==> config.mk <==
export PLATFORM = sky130hd
export DESIGN_NAME = ps2_host_tx
export DESIGN_NICKNAME = d
export VERILOG_FILES = /design/src/rtl/ps2_pkg.sv /design/src/rtl/ps2_sync.sv /design/src/rtl/ps2_host_tx.sv
export SDC_FILE = /design/constraint.sdc
export NUM_CORES = 1
export LEC_CHECK = 0
export CAP_MARGIN = 20
export CORE_ASPECT_RATIO = 1.25
export CORE_MARGIN = 2
export CORE_UTILIZATION = 30
export DETAILED_ROUTE_END_ITERATION = 10
export GPL_ROUTABILITY_DRIVEN = 0
export GPL_TIMING_DRIVEN = 0
export MAX_ROUTING_LAYER = met4
export PLACE_DENSITY = 0.44
export SLEW_MARGIN = 10
export SYNTH_ARGS = -nofsm -noshare
export SYNTH_HDL_FRONTEND = slang
export SYNTH_SLANG_ARGS = --single-unit
==> constraint.sdc <==
create_clock -name clk_sys -period 2.81 [get_ports clk_sys]
set_input_delay 0.4215 -clock clk_sys [delete_from_list [all_inputs] [get_ports clk_sys]]
set_output_delay 0.4215 -clock clk_sys [all_outputs]
set_load 0.005 [all_outputs]
==> src/rtl/ps2_pkg.sv <==
// Shared PS/2 definitions: command bytes, counter widths, host-transmit state type
// and the frame builder used by the transmitter.
package ps2_pkg;

   localparam logic [7:0] PS2_CMD_RESET   = 8'hFF;
   localparam logic [7:0] PS2_CMD_ENABLE  = 8'hF4;
   localparam logic [7:0] PS2_CMD_SETRATE = 8'hF3;
   localparam logic [7:0] PS2_ACK_BYTE    = 8'hFA;

   localparam int INH_CNT_W = 10;
   localparam int TO_CNT_W  = 17;
   localparam int FRAME_W   = 10;

   typedef enum logic [2:0] {
      ST_IDLE,
      ST_INHIBIT,
      ST_RTS,
      ST_BITS,
      ST_ACK,
      ST_WAITREL,
      ST_ERR
   } ps2_tx_state_t;

   // Bits shifted out after the start bit: data LSB first, odd parity, stop.
   function automatic logic [FRAME_W-1:0] ps2_frame(input logic [7:0] data);
      return {1'b1, ~^data, data};
   endfunction

endpackage

==> src/rtl/ps2_sync.sv <==
// Two-flop synchroniser for one PS/2 line plus a registered-history falling-edge flag.
// Flops reset to 1 so an idle (pulled-up) bus never produces a spurious edge.
module ps2_sync (
   input  logic clk_sys,
   input  logic reset,
   input  logic din,
   output logic level,
   output logic fall
);

   logic meta_reg;
   logic sync_reg;
   logic prev_reg;

   always_ff @(posedge clk_sys) begin
      if (reset) begin
         meta_reg <= 1'b1;
         sync_reg <= 1'b1;
         prev_reg <= 1'b1;
      end else begin
         meta_reg <= din;
         sync_reg <= meta_reg;
         prev_reg <= sync_reg;
      end
   end

   assign level = sync_reg;
   assign fall  = prev_reg & ~sync_reg;

endmodule

==> src/rtl/ps2_host_tx.sv <==
// Host-to-device PS/2 transmitter: inhibit, request-to-send, device-clocked data bits,
// ACK check and timeout supervision on an open-collector clock/data pair.
module ps2_host_tx
   import ps2_pkg::*;
#(
   parameter int INHIBIT_TICKS = 720,
   parameter int TIMEOUT_TICKS = 90000
) (
   input  logic       clk_sys,
   input  logic       reset,
   input  logic       ce_6mp,
   input  logic       ps2_clk_in,
   input  logic       ps2_data_in,
   output logic       ps2_clk_out,
   output logic       ps2_data_out,
   input  logic [7:0] tx_data,
   input  logic       tx_start,
   output logic       busy,
   output logic       tx_ack,
   output logic       tx_err
);

   localparam logic [INH_CNT_W-1:0] INH_LAST = INH_CNT_W'(INHIBIT_TICKS - 1);
   localparam logic [TO_CNT_W-1:0]  TO_LAST  = TO_CNT_W'(TIMEOUT_TICKS - 1);

   // Index 0 = bus clock, index 1 = bus data.
   logic [1:0] line_in;
   logic [1:0] line_sync;
   logic [1:0] line_fall;

   assign line_in = {ps2_data_in, ps2_clk_in};

   for (genvar gi = 0; gi < 2; gi++) begin : g_sync
      ps2_sync u_sync (
         .clk_sys (clk_sys),
         .reset   (reset),
         .din     (line_in[gi]),
         .level   (line_sync[gi]),
         .fall    (line_fall[gi])
      );
   end

   logic clk_sync;
   logic data_sync;
   logic clk_fall;
   logic unused_data_fall;

   assign clk_sync         = line_sync[0];
   assign data_sync        = line_sync[1];
   assign clk_fall         = line_fall[0];
   assign unused_data_fall = line_fall[1];

   ps2_tx_state_t        state_reg,    state_next;
   logic [FRAME_W-1:0]   shift_reg,    shift_next;
   logic [3:0]           bit_cnt_reg,  bit_cnt_next;
   logic [INH_CNT_W-1:0] inh_cnt_reg,  inh_cnt_next;
   logic [TO_CNT_W-1:0]  to_cnt_reg,   to_cnt_next;
   logic                 clk_out_reg,  clk_out_next;
   logic                 data_out_reg, data_out_next;
   logic                 busy_reg,     busy_next;
   logic                 ack_reg,      ack_next;
   logic                 err_reg,      err_next;
   logic                 supervised;

   always_ff @(posedge clk_sys) begin
      if (reset) begin
         state_reg    <= ST_IDLE;
         shift_reg    <= '0;
         bit_cnt_reg  <= '0;
         inh_cnt_reg  <= '0;
         to_cnt_reg   <= '0;
         clk_out_reg  <= 1'b1;
         data_out_reg <= 1'b1;
         busy_reg     <= 1'b0;
         ack_reg      <= 1'b0;
         err_reg      <= 1'b0;
      end else begin
         state_reg    <= state_next;
         shift_reg    <= shift_next;
         bit_cnt_reg  <= bit_cnt_next;
         inh_cnt_reg  <= inh_cnt_next;
         to_cnt_reg   <= to_cnt_next;
         clk_out_reg  <= clk_out_next;
         data_out_reg <= data_out_next;
         busy_reg     <= busy_next;
         ack_reg      <= ack_next;
         err_reg      <= err_next;
      end
   end

   always_comb begin
      state_next    = state_reg;
      shift_next    = shift_reg;
      bit_cnt_next  = bit_cnt_reg;
      inh_cnt_next  = inh_cnt_reg;
      to_cnt_next   = to_cnt_reg;
      clk_out_next  = clk_out_reg;
      data_out_next = data_out_reg;
      busy_next     = busy_reg;
      ack_next      = 1'b0;
      err_next      = 1'b0;
      supervised    = 1'b0;

      unique case (state_reg)
         ST_IDLE: begin
            clk_out_next  = 1'b1;
            data_out_next = 1'b1;
            busy_next     = 1'b0;
            if (tx_start) begin
               shift_next   = ps2_frame(tx_data);
               inh_cnt_next = '0;
               clk_out_next = 1'b0;
               busy_next    = 1'b1;
               state_next   = ST_INHIBIT;
            end
         end

         ST_INHIBIT: begin
            if (ce_6mp) begin
               if (inh_cnt_reg == INH_LAST) begin
                  data_out_next = 1'b0;
                  to_cnt_next   = '0;
                  state_next    = ST_RTS;
               end else if (inh_cnt_reg != '1) begin
                  inh_cnt_next = inh_cnt_reg + 1'b1;
               end
            end
         end

         // The timeout window opens on RTS entry, so the release tick already counts.
         ST_RTS: begin
            supervised = 1'b1;
            if (ce_6mp) begin
               clk_out_next = 1'b1;
               bit_cnt_next = '0;
               state_next   = ST_BITS;
            end
         end

         ST_BITS: begin
            supervised = 1'b1;
            if (clk_fall) begin
               data_out_next = shift_reg[0];
               shift_next    = {1'b1, shift_reg[FRAME_W-1:1]};
               bit_cnt_next  = bit_cnt_reg + 1'b1;
               if (bit_cnt_reg == 4'd9) begin
                  state_next = ST_ACK;
               end
            end
         end

         ST_ACK: begin
            supervised = 1'b1;
            if (clk_fall) begin
               if (!data_sync) begin
                  state_next = ST_WAITREL;
               end else begin
                  clk_out_next  = 1'b1;
                  data_out_next = 1'b1;
                  busy_next     = 1'b0;
                  err_next      = 1'b1;
                  state_next    = ST_ERR;
               end
            end
         end

         ST_WAITREL: begin
            supervised = 1'b1;
            if (clk_sync && data_sync) begin
               busy_next  = 1'b0;
               ack_next   = 1'b1;
               state_next = ST_IDLE;
            end
         end

         ST_ERR: begin
            clk_out_next  = 1'b1;
            data_out_next = 1'b1;
            busy_next     = 1'b0;
            state_next    = ST_IDLE;
         end

         default: begin
            state_next = ST_IDLE;
         end
      endcase

      // Timeout overrides whatever the bus did in the same cycle.
      if (supervised && ce_6mp) begin
         if (to_cnt_reg != '1) begin
            to_cnt_next = to_cnt_reg + 1'b1;
         end
         if (to_cnt_reg == TO_LAST) begin
            clk_out_next  = 1'b1;
            data_out_next = 1'b1;
            busy_next     = 1'b0;
            ack_next      = 1'b0;
            err_next      = 1'b1;
            state_next    = ST_ERR;
         end
      end
   end

   assign ps2_clk_out  = clk_out_reg;
   assign ps2_data_out = data_out_reg;
   assign busy         = busy_reg;
   assign tx_ack       = ack_reg;
   assign tx_err       = err_reg;

endmodule

==> results by group <==
Worst setup path
  – Most frequent cell on the critical path: sky130_fd_sc_hd__ha_1
  – Setup crit end kind: register
  – CP max FO: 10
  – CP delay by family, top: simple AND/OR/NAND/NOR gates
  – Cells traversed along the worst timing path: ha_1, nand3_2, nor3_2, nand2_1, nor2_1, ha_1, nand2b_1, nor2_2, nand4_1, mux2_2
  – Startpoint types: register
  – Data arrival at the endpoint of the critical path: 2.68 ns
  – Data required, critical path: about 3.0 ns
  – Critical path buffers and inverters: 0
  – Peak per-stage delay on the critical path: between 0.4 and 0.5 ns
  – Critical setup path kind: register to register
  – CP max-delay cell: sky130_fd_sc_hd__nor3_2

Clock tree
  – CTS buffer count: 5
  – Clock sink total: 54
  – Clock tree from TritonCTS: yes
  – H-tree levels: 2
  – Clock latency on the worst-skew pair: about 0.30 ns
  – Clock tree buffer depth: 2
  – Post-CTS setup-driven buffer insertion count: 0
  – Master cell of the clock root buffer: sky130_fd_sc_hd__clkbuf_16
  – Clock transition at the registers of the reported paths: 0.08 ns

Global routing
  – Global-route wire length before repair: between 10000 and 15000 um
  – Global route total overflow: 0
  – Antenna violations before repair: 0
  – Via count of the first global-routing pass: between 2000 and 2500
  – Total routing usage reported by global routing: 0.1482
  – Maximum number of pins on one net before global-route repair: 20

Cells and area
  – Number of inserted diodes: 0
  – Finished layout cell area: 3407 um^2
  – Final net count: around 380
  – Final instance count without filler cells: 490
  – End-of-flow core utilization: 0.3564
  – Layout-stage area growth over the synthesis result: 16.57%
  – Leading cell type in the layout, fill and taps excluded: sky130_fd_sc_hd__dfxtp_1
  – # fillers: 1018
  – Layout cell share with drive strength beyond 1: 0.1236
  – Most frequent cells in the layout: 54 x sky130_fd_sc_hd__dfxtp_1, 33 x sky130_fd_sc_hd__nand2_1, 28 x sky130_fd_sc_hd__nor2_1
  – Number of flip-flops in the largest register: 17

Flow run
  – MaxCap Viol Count: 0

Yosys
  – Library cells used by synthesis: 63
  – #FFs+latches synth: between 50 and 60
  – Proportion of synthesized chip area in sequential cells: 0.3699
  – Nets in the synthesized netlist: approximately 360
  – Post-synthesis area per instance: between 8 and 9 um^2
  – Number of warnings printed during yosys synthesis: 0
  – Number of flops mapped to enable cells by yosys: 0
  – Synthesized netlist cell count: between 300 and 400
  – Most used flip-flop cell after synthesis: sky130_fd_sc_hd__dfxtp_1
  – Async S/R FF share, synth: 0
  – Mapped cell area: just under 3000 um^2

Timing
  – Slew headroom: 0.5529
  – Post-Route Setup TNS: 0 ns
  – Setup violation total in the final timing report: 0
  – Post-Route Skew: approximately 0.009 ns
  – Number of failing hold endpoints at the final stage: 0
  – RSZ-0062 raised after global routing: no
  – Highest Clock Rate: 403.6 MHz
  – Number of pins exceeding their max-slew limit in the final report: 0
  – Transition at the pin with the smallest max-transition slack: roughly 0.66 ns
  – Post-route minimum period: 2.478 ns
  – Share of the cycle needed by the critical path after routing: 0.8817

Pwr
  – Power density cells: between 400 and 500 nW/um^2
  – Sequential fraction of design power: 0.495
  – Combinational cell fraction of total power: 0.095
  – Part of the power in the clock network: 0.410
  – Maximum vdd ir drop: 222.7 uV
  – Lkg Pwr: 0.001182 uW
  – Internal portion of total power: 1202 uW
  – Final Total Pwr: approximately 1600 uW
  – Fraction of power spent switching nets: 0.2570
  – Net switching power of the design: about 420 uW

Placement
  – Port buffer count: 17
  – Dpl hpwl: 5280 um
  – Count of placed standard cells including taps: just under 500
  – Cell area after placement: approximately 3300 um^2

Die
  – Die area: approximately 11000 um^2
  – DIE HEIGHT: approximately 110 um
  – Total number of placement rows: 40
  – Io pins: 19
  – Die outline width: slightly above 90 um
  – Starting density of the core: 0.3058
  – Core region area: ~9600 um^2

Drt
  – Post-route antenna net violation count: 0
  – Aggregate routed wire length: between 7000 and 8000 um
  – Routed via count divided by cell count: just over 5
  – Number of optimization iterations in the first detailed-route pass: 5
  – DRC errors left: 0
  – Routed vias: between 2000 and 3000
  – Average detailed-routed wire length per instance: about 15 um
  – Iteration-0 DRC Markers: slightly below 100

Min path
  – Hold crit path type: register to register

Run status
  – Outcome: completed
==> worst paths after layout <==
| path | from | slack [ns] | end | cells after the start |
|---|---|---|---|---|
| worst max-delay path | to_cnt_reg[0] | 0.33 | to_cnt_reg[10] | 10 |
| worst min-delay path | g_sync[0].u_sync.meta_reg | 0.42 | g_sync[0].u_sync.level | 1 |
| worst max register to register | to_cnt_reg[0] | 0.33 | to_cnt_reg[10] | 10 |
| worst min register to register | g_sync[0].u_sync.meta_reg | 0.42 | g_sync[0].u_sync.level | 1 |
==> Yosys cell counts, drive strengths merged (4+ instances only) <==
library cell  count  area share
a21oi            27       0.050
o31ai            11       0.028
inv               9       0.012
mux2i             4       0.014
nor2b             6       0.013
ha                5       0.021
xnor2            11       0.033
a311oi            8       0.024
or2               7       0.015
or4              11       0.028
nand4             6       0.013
xor2              4       0.018
and2              4      0.0086
and4              4       0.012
dfxtp            54        0.37
and3              8       0.017
o21ai            10       0.017
nor2             29       0.038
nand3            23       0.043
nand2            33       0.042
nor3              5      0.0086
buf              13       0.030
==> power by group through the flow <==
stage          Combinational [uW]  Clock (uW)  Sequential, uW
2_1_floorplan                 102           0             815
3_3_place_gp                  156           0             818
3_5_place_dp                  157           0             819
4_1_cts                       157         697             801
5_1_grt                       175         723             804
6_report                      154         663             801
==> layer usage <==
layer,up-vias,wire length [um],share of wire,GRT usage
met4,0,99,0.014,0.04776
met1,1185,3324,0.46,0.1741
met5,-,0,0,-
li1,1299,-,-,-
met2,30,3579,0.50,0.2569
met3,6,198,0.027,0.02699
==> through the flow <==
stage | setup WS, ns | hold slack (ns)
2_1_floorplan | 0.5566 | 0.3895
3_3_place_gp | 0.1645 | 0.3991
3_5_place_dp | 0.1756 | 0.3986
4_1_cts | 0.1097 | 0.4192
5_1_grt | 0.1431 | 0.4425
6_report | 0.3324 | 0.4181
==> layout make-up <==
class	count	area (um^2)	share of cell area
multi-input combinational	259	1702	0.4994
timing repair buffer	17	170.2	0.04994
clock buffer	5	125.1	0.03672
inverter	9	33.78	0.009916
clock inverter	3	26.28	0.007712
buffer	17	111.4	0.03268
tap	126	157.7	0.04627
sequential	54	1081	0.3173
==> cell families after synthesis <==
kind of cell	Yosys count	share of synthesized area
flip-flops	54	0.3699
AO/OA/AOI/OAI	77	0.1832
XOR/XNOR	15	0.05137
adder cells (fa/ha/maj)	5	0.02140
multiplexers	7	0.02526
AND/OR/NAND/NOR	155	0.2992
buffers and inverters	26	0.04965
==> worst register-to-register path, delay by kind of cell, from the launching register on <==
kind / cells / cell delay [ns]
DFF: 1 / 0.39
adders and majority gates: 2 / 0.40
and+or+nand+nor: 7 / 1.26
muxes: 1 / 0.33
==> timing repair <==
action | 4_1_cts | 5_1_grt
gates resized for setup | 0 | 1
hold buffers | 0 | 0
setup endpoints to repair | 0 | 3
Power figures use the tool's default switching activity.
